`src/rtl/photon_gate_counter.sv`:
```
// Purpose: counts synchronized photon rising edges between trigger edges, queues each window count for the host.
// Latency: photon pin to counter 3 CLK; trigger edge to FIFO entry 1 CLK; Avalon readdata 1 CLK after read.
// Backpressure: none toward the sources; a full FIFO drops the new count and sets the sticky ovf flag.
module photon_gate_counter #(
  parameter int CNT_W   = 32,
  parameter int FIFO_AW = 4
) (
  input  logic        CLK,
  input  logic        RST,
  input  logic        trig,
  input  logic        photon,
  input  logic        address,
  input  logic        read,
  input  logic        write,
  input  logic [31:0] writedata,
  output logic [31:0] readdata,
  output logic        irq
);

  localparam int DEPTH = 2 ** FIFO_AW;
  localparam logic [CNT_W-1:0]   CNT_MAX = '1;
  localparam logic [CNT_W-1:0]   CNT_ONE = CNT_W'(1);
  localparam logic [FIFO_AW:0]   PTR_ONE = (FIFO_AW + 1)'(1);

  typedef enum logic {
    S_IDLE = 1'b0,
    S_OPEN = 1'b1
  } state_t;

  state_t state_q, state_d;

  // Input conditioning registers
  logic ph_s1_q, ph_s2_q, ph_s3_q;
  logic trig_prev_q;
  logic pe, te;

  // Window counter
  logic [CNT_W-1:0] cnt_q, cnt_d, cnt_inc;

  // FIFO storage and pointers (one extra wrap bit distinguishes full from empty)
  logic [CNT_W-1:0] mem_q [DEPTH];
  logic [FIFO_AW:0] wr_q, wr_d, rd_q, rd_d;
  logic [FIFO_AW:0] level, level_d;
  logic             empty, full;

  // Status / host-facing registers
  logic        ovf_q, ovf_d;
  logic        irq_q, irq_d;
  logic [31:0] rdata_q, rdata_d;

  // Control decode
  logic push_req, push, pop, drop, flush, clr_ovf, armed;
  logic unused_wdata;

  assign unused_wdata = ^writedata[31:2];

  // Photon 2-flop synchronizer plus edge-history flop; trigger edge history.
  always_ff @(posedge CLK) begin
    if (RST) begin
      ph_s1_q     <= 1'b0;
      ph_s2_q     <= 1'b0;
      ph_s3_q     <= 1'b0;
      trig_prev_q <= 1'b0;
    end else begin
      ph_s1_q     <= photon;
      ph_s2_q     <= ph_s1_q;
      ph_s3_q     <= ph_s2_q;
      trig_prev_q <= trig;
    end
  end

  // Trigger is already synchronous, so only its first high cycle matters.
  assign pe = ph_s2_q & ~ph_s3_q;
  assign te = trig & ~trig_prev_q;

  assign flush   = write & address & writedata[1];
  assign clr_ovf = write & address & writedata[0];
  assign armed   = (state_q == S_OPEN);

  // Count including a photon edge in this cycle, held at all-ones once reached.
  assign cnt_inc = (pe && (cnt_q != CNT_MAX)) ? (cnt_q + CNT_ONE) : cnt_q;

  // Window FSM: next state, counter next value and close-of-window request.
  always_comb begin
    state_d  = state_q;
    cnt_d    = cnt_q;
    push_req = 1'b0;
    case (state_q)
      S_IDLE: begin
        // Photons before the first trigger belong to no window.
        cnt_d = '0;
        if (te && !flush) begin
          state_d = S_OPEN;
        end
      end
      S_OPEN: begin
        if (flush) begin
          state_d = S_IDLE;
          cnt_d   = '0;
        end else if (te) begin
          // A photon coincident with the trigger is part of the closing window.
          push_req = 1'b1;
          cnt_d    = '0;
        end else begin
          cnt_d = cnt_inc;
        end
      end
      default: begin
        state_d = S_IDLE;
        cnt_d   = '0;
      end
    endcase
  end

  // FIFO occupancy and push/pop arbitration.
  assign level = wr_q - rd_q;
  assign empty = (level == '0);
  assign full  = level[FIFO_AW];

  always_comb begin
    pop     = read & ~address & ~empty;
    // A pop in the same cycle frees the slot, so a push into a full FIFO still fits.
    push    = push_req & (~full | pop);
    drop    = push_req & full & ~pop;
    wr_d    = push ? (wr_q + PTR_ONE) : wr_q;
    rd_d    = rd_q;
    if (flush) begin
      rd_d = wr_q;
    end else if (pop) begin
      rd_d = rd_q + PTR_ONE;
    end
    level_d = wr_d - rd_d;
    irq_d   = (level_d != '0);
    ovf_d   = ovf_q;
    if (clr_ovf) begin
      ovf_d = 1'b0;
    end
    if (drop) begin
      ovf_d = 1'b1;
    end
  end

  // Avalon read mux; readdata holds between reads.
  always_comb begin
    rdata_d = rdata_q;
    if (read) begin
      if (!address) begin
        rdata_d = empty ? 32'd0 : 32'(mem_q[rd_q[FIFO_AW-1:0]]);
      end else begin
        rdata_d = {ovf_q, armed, 14'd0, 16'(level)};
      end
    end
  end

  // FIFO storage: contents need no reset, validity comes from the pointers.
  always_ff @(posedge CLK) begin
    if (push) begin
      mem_q[wr_q[FIFO_AW-1:0]] <= cnt_inc;
    end
  end

  // State, counter, pointers and host-visible registers.
  always_ff @(posedge CLK) begin
    if (RST) begin
      state_q <= S_IDLE;
      cnt_q   <= '0;
      wr_q    <= '0;
      rd_q    <= '0;
      ovf_q   <= 1'b0;
      irq_q   <= 1'b0;
      rdata_q <= 32'd0;
    end else begin
      state_q <= state_d;
      cnt_q   <= cnt_d;
      wr_q    <= wr_d;
      rd_q    <= rd_d;
      ovf_q   <= ovf_d;
      irq_q   <= irq_d;
      rdata_q <= rdata_d;
    end
  end

  assign readdata = rdata_q;
  assign irq      = irq_q;

endmodule

```
`config.mk`:
```
export PLATFORM = sky130hd
export DESIGN_NAME = photon_gate_counter
export DESIGN_NICKNAME = d
export VERILOG_FILES = /design/src/rtl/photon_gate_counter.sv
export SDC_FILE = /design/constraint.sdc
export NUM_CORES = 1
export LEC_CHECK = 0
export BUFFER_PORTS_ARGS = -buffer_cell sky130_fd_sc_hd__buf_2
export CORE_ASPECT_RATIO = 0.7
export CORE_MARGIN = 2
export CORE_UTILIZATION = 55
export CTS_CLUSTER_SIZE = 25
export DETAILED_ROUTE_END_ITERATION = 6
export PLACE_DENSITY = 0.7
export SLEW_MARGIN = 20
export SYNTH_ARGS = -nofsm -noshare
export SYNTH_HDL_FRONTEND = slang
export SYNTH_SLANG_ARGS = --single-unit
```
`constraint.sdc`:
```
create_clock -name CLK -period 5.61 [get_ports CLK]
set_clock_uncertainty 0.05 [all_clocks]
set_input_delay 1.122 -clock CLK [delete_from_list [all_inputs] [get_ports CLK]]
set_output_delay 1.122 -clock CLK [all_outputs]
set_load 0.01 [all_outputs]
```
==> results of run 1 <==
-- synth_stat cells, drive strengths merged --
library cell,number
and2,7
a221o,1
and4,7
and3b,2
o21ai,3
mux2i,2
inv,9
dlygate4sd1,1
xnor2,25
mux2,1
or3,1
o21a,1
nand4,8
a22oi,4
and2b,1
mux4,160
o31ai,1
nor3b,1
a21o,2
or3b,1
or2,3
a211oi,10
a311oi,1
nor2b,67
ha,13
or2b,1
a41oi,1
o22ai,1
nor2,62
buf,22
nor3,14
edfxtp,512
or4b,1
dfxtp,81
fa,1
nor4,2
xor2,21
nand2b,3
a21oi,36
and4b,1
clkbuf,35
and3,9
nand3,17
nand2,23
-- registers in the layout (all words and copies together), names as in the netlist, 5 cells and up --
name	flops
wr_q	5
rd_q	5
mem_q	512
cnt_q	32
readdata	32
-- worst max path at each step --
stage	from	end	slack, ns	cells after the start
after floorplan	rd_q[1]	mem_q[3][0]	0.60	9
after global placement	wr_q[2]	irq	1.03	14
after detailed placement	wr_q[2]	irq	0.89	14
after CTS	wr_q[2]	irq	0.86	14
after global routing	wr_q[2]	irq	0.48	14
final	wr_q[2]	irq	0.78	14
-- final cells by class --
class	count	share of cell area [%]
inverter	9	0.129
tap	544	2.60
clock inverter	39	1.46
timing repair buffer	76	1.80
sequential	593	64.9
clock buffer	61	5.42
multi-input combinational	515	23.7
-- per-stage QoR --
| step | util, % | area, um^2 | std cells | setup slack (ns) | total power [uW] |
|---|---|---|---|---|---|
| floorplan | - | 23200 | 1175 | 0.597 | 5180 |
| global placement | 58.6 | 24200 | 1737 | 1.03 | 5270 |
| detailed placement | 58.6 | 24200 | 1737 | 0.886 | 5270 |
| finish | 63.4 | 26200 | 1837 | 0.781 | 8880 |
| CTS | 63.0 | 26000 | 1837 | 0.860 | 8970 |
| global route | 63.4 | 26200 | 1837 | 0.484 | 9170 |
-- logic make-up after synthesis --
family	share of synthesized area [%]
DFF	73.3
xor gates and xnor gates	1.74
muxes	15.7
and+or+nand+nor	5.53
adders and majority gates	0.788
buffers and inverters	1.26
AOI/OAI and AO/OA	1.66
-- layer usage --
layer / wire [um] / track usage, % / up-vias
met5: 0 / 0 / -
met4: 1040 / 5.82 / 0
met3: 3330 / 3.19 / 78
met2: 23000 / 35.7 / 412
met1: 21600 / 34.7 / 5945
li1: - / - / 4847
-- power by group --
part           total [uW]  internal [uW]  leakage, uW  switching [uW]
clock                3710           2140     0.000884            1570
combinational         418            178      0.00228             241
sequential           4750           4740      0.00564            11.6
total                8880           7060      0.00880            1820
==> key figures, run 1 <==
Detailed routing
  – Drt first-iter violations: 1,087
  – Via count: 11.3k
  – DR WL/cell: 26.6 um
  – Antenna Nets Post-Route: 0
  – Drt pass-1 iters: 5
  – Vias/cell: 6.14
  – DRT Wirelength: 48,900 um
  – Drt drc: 0

Die
  – Die width: 249 um
  – Die H: 176 um
  – FP Rows: 62
  – I/O Pins: 72
  – Initial Util: 56.2%
  – Die area: 43,800 um^2
  – Core area: 41,300 um^2

Critical path
  – Crit path DAT: 5.20 ns
  – Critical-path cell list: ha_1 -> and3b_1 -> o21ai_0 -> a221o_1 -> and2_2 -> nand4_1 -> xnor2_1 -> mux2i_1 -> ha_1 -> or2b_1 -> nor3_1 -> a211oi_2 -> xnor2_1 -> a41oi_2
  – Crit end category: register
  – Worst reg2reg endpoint: irq
  – Worst Path Max Fanout: 28
  – RR Startpoint: wr_q[2]
  – CP Buf/Inv Count: 0
  – Cells on worst reg2reg path: 14
  – Critical path's largest stage delay: 0.86 ns
  – Worst Path Class, Setup: reg2reg
  – Master of the slowest instance on the critical path: and2_2
  – Required time of the critical path: 5.98 ns
  – Cell family with most CP delay: simple AND/OR/NAND/NOR gates
  – Reg2reg setup slack: 0.78 ns
  – Startpoint Class: register

Cells and area
  – Fraction of layout cells with a size suffix above 1: 29.8%
  – Commonest non-fill, non-tap cell in the layout: edfxtp_1
  – Antenna diodes: 0
  – Final #Nets: 1,301
  – Multi-input logic area: 6190 um^2
  – Synthesis-to-layout area growth: 13.0%
  – Most frequent cells in the layout: 512 x edfxtp_1, 160 x mux4_2, 78 x dfxtp_1
  – Register area: 17,000 um^2
  – Filler cells: 2,828

Synthesis
  – Seq cells post-synth: 593
  – Cell variety after synth: 59
  – Ys Warns: 0
  – Syn_nets: 1,228
  – Cell count after synthesis: 1,175
  – Synth top area share: 66.3%
  – Mean Syn Cell Area: 19.7 um^2
  – Ranking of synthesized cells by area: edfxtp_1 66%, mux4_2 16%, dfxtp_1 7.0%
  – Yosys top cell by area: edfxtp_1
  – Sequential area share after synthesis: 73.3%
  – Synthesized area: 23,200 um^2

Status
  – Status: completed

Power and ir drop
  – Leak: 0.00880 uW
  – VDD IR max: 0.265 mV
  – Cell Pwr Density: 339 nW/um^2

Clocking
  – CTS Hold Buffers Added: 0
  – CTS Buffer Depth: 3
  – Clock Latency Late Sink: 0.58 ns
  – CTS tree: yes
  – Clock root buffer master: clkbuf_16
  – CTS resizes: 0
  – Sink Count: 593
  – Setup bufs post-CTS: 0
  – H-tree depth: 2
  – Worst-path clk slew: 0.07 ns
  – Cts bufs inserted: 53

Place
  – Global placement routability congestion: 0.811
  – Port Buffers: 41
  – Detail Placement HPWL: 26,300 um

Timing
  – Fin. Hold Viols: 0
  – Max-slew headroom: 30.8%
  – Fin crit share: 86.1%
  – Fmax: 207 MHz
  – Worst hold slack: 0.413 ns
  – Least-Margin Pin Slew: 1.03 ns
  – RSZ-0062 raised after global routing: no
  – Min Tclk post-route: 4.83 ns
  – Max-slew violations: 0
  – TNS Setup: 0 ns
  – # setup viols final: 0

Global routing
  – Vias in the first global route: 11.2k
  – First-pass GRT wire length: 73,200 um
  – Tot GR Track Use: 22.9%
  – Largest net degree at the start of global routing: 61
  – Initial antenna violation count: 0
  – Total grt overflow: 0

Min path
  – Min-Delay Path Class: reg2reg
  – HP Start: ph_s1_q
  – Worst Hold End: ph_s2_q
  – Hold depth: 1

Run
  – Max-cap violations: 0
(Power assumes the default switching activity.)
==> run 2, diff against run 1 <==
--- a/config.mk
+++ b/config.mk
@@ -11,7 +11,7 @@
 export CORE_UTILIZATION = 55
 export CTS_CLUSTER_SIZE = 25
 export DETAILED_ROUTE_END_ITERATION = 6
-export PLACE_DENSITY = 0.7
+export PLACE_DENSITY_LB_ADDON = 0.15
 export SLEW_MARGIN = 20
 export SYNTH_ARGS = -nofsm -noshare
 export SYNTH_HDL_FRONTEND = slang
==> constraint.sdc (replaced) <==
create_clock -name CLK -period 5.05 [get_ports CLK]
set_clock_uncertainty 0.05 [all_clocks]
set_input_delay 1.01 -clock CLK [delete_from_list [all_inputs] [get_ports CLK]]
set_output_delay 1.01 -clock CLK [all_outputs]
set_load 0.01 [all_outputs]
==> run 2 against run 1 <==
Net effect:
- sequential power increased by 11%
- critical path depth increased by 3
- worst setup slack got worse by 0.40 ns
- clock power increased by 5.4%
- critical endpoint unchanged
- largest power group unchanged
- highest routed layer unchanged
==> key figures, run 2 (same netlist as run 1, synthesis figures left out) <==
Detailed routing
  – Via count: 11.2k
  – Vias/cell: 6.11
  – DRT Wirelength: 48,900 um
  – DR WL/cell: 26.7 um
  – Drt drc: 0
  – Met3 routed WL: 3270 um
  – Drt first-iter violations: 1,015
  – Routed wl met2: 22,700 um
  – DR top layer: met4
  – Antenna Nets Post-Route: 0
  – Drt pass-1 iters: 6
  – Wl on met1: 22,300 um

Cells and area
  – Max FFs per register: 512
  – Final #Nets: 1,300
  – Commonest non-fill, non-tap cell in the layout: edfxtp_1
  – Final instance area: 26,200 um^2
  – Antenna diodes: 0
  – Synthesis-to-layout area growth: 12.8%
  – Final Core Density: 63.4%
  – Most frequent cells in the layout: 512 x edfxtp_1, 160 x mux4_2, 78 x dfxtp_1
  – Filler cells: 2,811
  – Fraction of layout cells with a size suffix above 1: 29.4%

Clocking
  – CTS Hold Buffers Added: 0
  – CTS resizes: 0
  – Clock Latency Late Sink: 0.59 ns
  – H-tree depth: 2
  – Sink Count: 593
  – CTS tree: yes
  – Clock root buffer master: clkbuf_16
  – Cts bufs inserted: 53
  – Setup bufs post-CTS: 0
  – Worst-path clk slew: 0.06 ns
  – CTS Buffer Depth: 3

Place
  – Area after DPL: 24,300 um^2
  – Port Buffers: 41
  – Detail Placement HPWL: 26,800 um
  – Global placement routability congestion: 0.788
  – Place WS: 0.415 ns

Global routing
  – Tot GR Track Use: 23.1%
  – Vias in the first global route: 11.5k
  – Total grt overflow: 0
  – Initial antenna violation count: 0
  – Largest net degree at the start of global routing: 68
  – First-pass GRT wire length: 74,100 um

Critical path
  – End point of the critical path: irq
  – Reg2reg setup slack: 0.38 ns
  – Worst reg2reg endpoint: irq
  – Required time of the critical path: 5.43 ns
  – Crit path DAT: 5.05 ns
  – Worst Path Max Fanout: 15
  – Startpoint Class: register
  – Worst Path Class, Setup: reg2reg
  – Crit end category: register
  – RR Startpoint: wr_q[0]
  – Cells on worst reg2reg path: 17
  – CP startpoint: wr_q[0]

Power and ir drop
  – Cell Pwr Density: 369 nW/um^2
  – VDD IR max: 0.293 mV
  – Int Power: 7640 uW
  – P_sw: 2020 uW
  – Sequential group share of total power: 54.6%
  – Switching share of power: 20.9%
  – Combinational power share: 4.9%
  – Clock power frac: 40.4%
  – Leak: 0.00879 uW

Die
  – FP Rows: 62
  – I/O Pins: 72
  – Core area: 41,300 um^2
  – Die H: 176 um
  – Initial Util: 56.2%
  – Die width: 249 um
  – Die area: 43,800 um^2

Timing
  – Max-slew violations: 0
  – Worst hold slack: 0.399 ns
  – Min Tclk post-route: 4.67 ns
  – RSZ-0062 raised after global routing: no
  – Fin. Hold Viols: 0
  – TNS Setup: 0 ns
  – Max-slew headroom: 27.9%
  – Final WS setup: 0.377 ns
  – Least-Margin Pin Slew: 1.08 ns
  – Fin crit share: 92.5%
  – Fmax: 214 MHz
  – # setup viols final: 0

Status
  – Status: completed

Min path
  – Min-Delay Path Class: reg2reg
  – Hold depth: 1

Run
  – Max-cap violations: 0
## run 2: changes by cell type in the layout (fill, tap and decap cells not counted), sizes merged
cell      delta
clkinvlp     -1
clkinv      -10
buf          -1
clkbuf      +20
inv          -2
bufinv       -7
## run 2: worst min-delay path by stage
stage	startpoint	to	slack (ns)
5_1_grt	ph_s1_q	ph_s2_q	0.42
3_5_place_dp	ph_s1_q	ph_s2_q	0.38
6_report	ph_s1_q	ph_s2_q	0.40
2_1_floorplan	ph_s1_q	ph_s2_q	0.36
3_3_place_gp	ph_s1_q	ph_s2_q	0.38
4_1_cts	ph_s1_q	ph_s2_q	0.40
## run 2: critical path, stage by stage, from the launching register on
cell and delay (ns):
dfxtp_1 0.38, inv_1 0.13, ha_1 0.17, inv_1 0.05
fa_1 0.40, xor2_1 0.20, or3b_2 0.47, a221o_1 0.46
and2_2 0.46, a21oi_1 0.21, nor2_1 0.05, a21oi_1 0.20
ha_1 0.30, a21oi_1 0.27, o31ai_1 0.14, a211oi_2 0.28
xnor2_1 0.16, a41oi_2 0.13
## run 2: stage by stage
step / cells / power [uW]
final: 1836 / 9660
after global routing: 1836 / 9980
after CTS: 1836 / 9740
after detailed placement: 1736 / 5860
after global placement: 1736 / 5860
after floorplan: 1175 / 5750
## run 2: final cells by class
cell class / count / area (um^2) / area share (%)
clock inverter: 19 / 103 / 0.392
tap: 544 / 681 / 2.60
inverter: 9 / 33.8 / 0.129
clock buffer: 81 / 1590 / 6.09
timing repair buffer: 75 / 561 / 2.14
sequential: 593 / 17000 / 65.0
multi-input combinational: 515 / 6180 / 23.6
## run 2: per-layer routing
metal	GRT usage, %	vias to the layer above
met4	4.59	0
li1	-	4861
met3	3.68	62
met5	0	-
met1	35.7	5927
met2	35.5	377
## run 2: power groups by stage
| stage | logic, uW | clock network [uW] | registers, uW |
|---|---|---|---|
| after CTS | 482 | 3990 | 5280 |
| after global routing | 517 | 4190 | 5270 |
| after global placement | 477 | 0 | 5380 |
| after floorplan | 361 | 0 | 5390 |
| after detailed placement | 481 | 0 | 5380 |
| final | 474 | 3910 | 5280 |
==> run 3, diff against run 2 <==
--- a/config.mk
+++ b/config.mk
@@ -8,7 +8,7 @@
 export BUFFER_PORTS_ARGS = -buffer_cell sky130_fd_sc_hd__buf_2
 export CORE_ASPECT_RATIO = 0.7
 export CORE_MARGIN = 2
-export CORE_UTILIZATION = 55
+export CORE_UTILIZATION = 49
 export CTS_CLUSTER_SIZE = 25
 export DETAILED_ROUTE_END_ITERATION = 6
 export PLACE_DENSITY_LB_ADDON = 0.15
==> constraint.sdc (replaced) <==
create_clock -name CLK -period 5.05 [get_ports CLK]
set_clock_uncertainty 0.05 [all_clocks]
set_input_delay 1.01 -clock CLK [delete_from_list [all_inputs] [get_ports CLK]]
set_output_delay 1.01 -clock CLK [all_outputs]
set_load 0.05 [all_outputs]
==> run 3 against run 2 <==
Net effect:
- critical path depth unchanged
- via count decreased by 0.77%
- global-route usage decreased by 2.4 points
- first-iteration DRC count increased by 4.9%
- worst setup slack improved by 0.16 ns
- critical endpoint unchanged
==> key figures, run 3 (same netlist as run 1, synthesis figures left out) <==
Clocking
  – Clock Latency Late Sink: 0.60 ns
  – Clock root buffer master: clkbuf_16
  – CTS resizes: 0
  – CTS Buffer Depth: 3
  – Worst-path clk slew: 0.07 ns
  – CTS Hold Buffers Added: 0
  – H-tree depth: 2
  – Sink Count: 593
  – CTS tree: yes
  – Cts bufs inserted: 56
  – Setup bufs post-CTS: 0

Critical path
  – Cell family with most CP delay: compound AO/OA/AOI/OAI gates
  – Crit end category: register
  – RR Startpoint: wr_q[0]
  – Critical-path cell list: inv_1 -> ha_1 -> inv_1 -> fa_1 -> or3b_2 -> a221o_1 -> and2_2 -> a21oi_1 -> nor2_1 -> a21oi_1 -> ha_1 -> a21oi_1 -> or2b_1 -> nor3_1 -> a211oi_2 -> xnor2_1 -> a41oi_2
  – Master of the slowest instance on the critical path: or3b_2
  – CP startpoint: wr_q[0]
  – Required time of the critical path: 5.43 ns
  – Crit path DAT: 4.89 ns
  – Critical path's largest stage delay: 0.48 ns
  – Worst Path Class, Setup: reg2reg
  – Crit-path most repeated cell: a21oi_1
  – Startpoint Class: register
  – Worst Path Max Fanout: 11
  – CP Buf/Inv Count: 2

Timing
  – Fin crit share: 89.4%
  – Min Tclk post-route: 4.51 ns
  – Fin. Hold Viols: 0
  – Least-Margin Pin Slew: 1.06 ns
  – TNS Setup: 0 ns
  – RSZ-0062 raised after global routing: no
  – # setup viols final: 0
  – Max-slew headroom: 29.1%
  – Max-slew violations: 0
  – Fmax: 222 MHz

Place
  – Port Buffers: 41
  – Dpl cells: 1,805
  – Detail Placement HPWL: 26,900 um
  – Global placement routability congestion: 0.748
  – Area after DPL: 24,400 um^2

Global routing
  – Gr busiest metal: met2
  – GRT met1 Usage: 31.3%
  – Routing usage on met3: 3.37%
  – Initial antenna violation count: 0
  – Vias in the first global route: 11.4k
  – First-pass GRT wire length: 74,100 um
  – Largest net degree at the start of global routing: 131
  – Tot GR Track Use: 20.7%
  – Total grt overflow: 0
  – Met2 usage in global routing: 32.1%

Cells and area
  – Most frequent cells in the layout: 512 x edfxtp_1, 160 x mux4_2, 78 x dfxtp_1
  – Synthesis-to-layout area growth: 14.3%
  – Commonest non-fill, non-tap cell in the layout: edfxtp_1
  – Final #Nets: 1,304
  – Fraction of layout cells with a size suffix above 1: 30.2%
  – Post-route insts no fill: 1,911
  – Max FFs per register: 512
  – Final instance area: 26,500 um^2
  – Antenna diodes: 0

Die
  – I/O Pins: 72
  – Initial Util: 49.8%
  – Die width: 264 um
  – Die area: 49,100 um^2
  – Core area: 46,600 um^2
  – Die H: 186 um
  – FP Rows: 66

Detailed routing
  – DR WL/cell: 25.9 um
  – DRT Wirelength: 49,500 um
  – Drt drc: 0
  – Antenna Nets Post-Route: 0
  – Via count: 11.1k
  – Drt first-iter violations: 1,065
  – Vias/cell: 5.83
  – Drt pass-1 iters: 5

Power and ir drop
  – Cell Pwr Density: 381 nW/um^2
  – VDD IR max: 0.273 mV
  – Leak: 0.00889 uW

Min path
  – HP Start: ovf_q
  – Min-Delay Path Class: reg2reg

Run
  – Max-cap violations: 0

Status
  – Status: completed
## run 3: cell types whose count changed in the layout (fill, tap and decap cells not counted), sizes merged
cell / before / now
clkinv: 16 / 26
clkbuf: 81 / 71
bufinv: 0 / 6
buf: 75 / 76
## run 3: tightest hold or removal path: cells and delay by family, from the launching register on
family           cells  cell delay, ns
flip-flops           1            0.31
AND/OR/NAND/NOR      1            0.05
AO/OA/AOI/OAI        1            0.05
## run 3: area by class of cell
class / instances / area (um^2)
fill: 3467 / 20100
sequential: 593 / 17000
multi-input combinational: 515 / 6190
clock buffer: 71 / 1570
tap: 612 / 766
timing repair buffer: 76 / 568
clock inverter: 35 / 345
inverter: 9 / 33.8
## run 3: path summary, 6_finish.rpt
kind         cells after the start  slack [ns]    end
max                             17        0.54    irq
min                              2        0.41  ovf_q
max reg2reg                     17        0.54    irq
min reg2reg                      2        0.41  ovf_q
## run 3: through the flow
stage	setup slack, ns	hold slack, ns	util (%)	total power [uW]
2_1_floorplan	0.0370	0.364	-	5790
3_3_place_gp	0.719	0.396	52.3	5900
3_5_place_dp	0.610	0.402	52.3	5910
4_1_cts	0.594	0.411	56.5	10200
5_1_grt	0.336	0.435	56.9	10400
6_report	0.537	0.408	56.9	10100
## run 3: power by group
part / switching [uW] / internal, uW / leakage, uW
registers: 9.84 / 5270 / 0.00564
logic: 316 / 199 / 0.00231
clock network: 1800 / 2510 / 0.000946
## run 3: per-layer routing
metal,share of wire (%),vias up
li1,-,4873
met1,48,5961
met2,46,242
met3,4.7,65
met4,1.7,0
met5,0,-
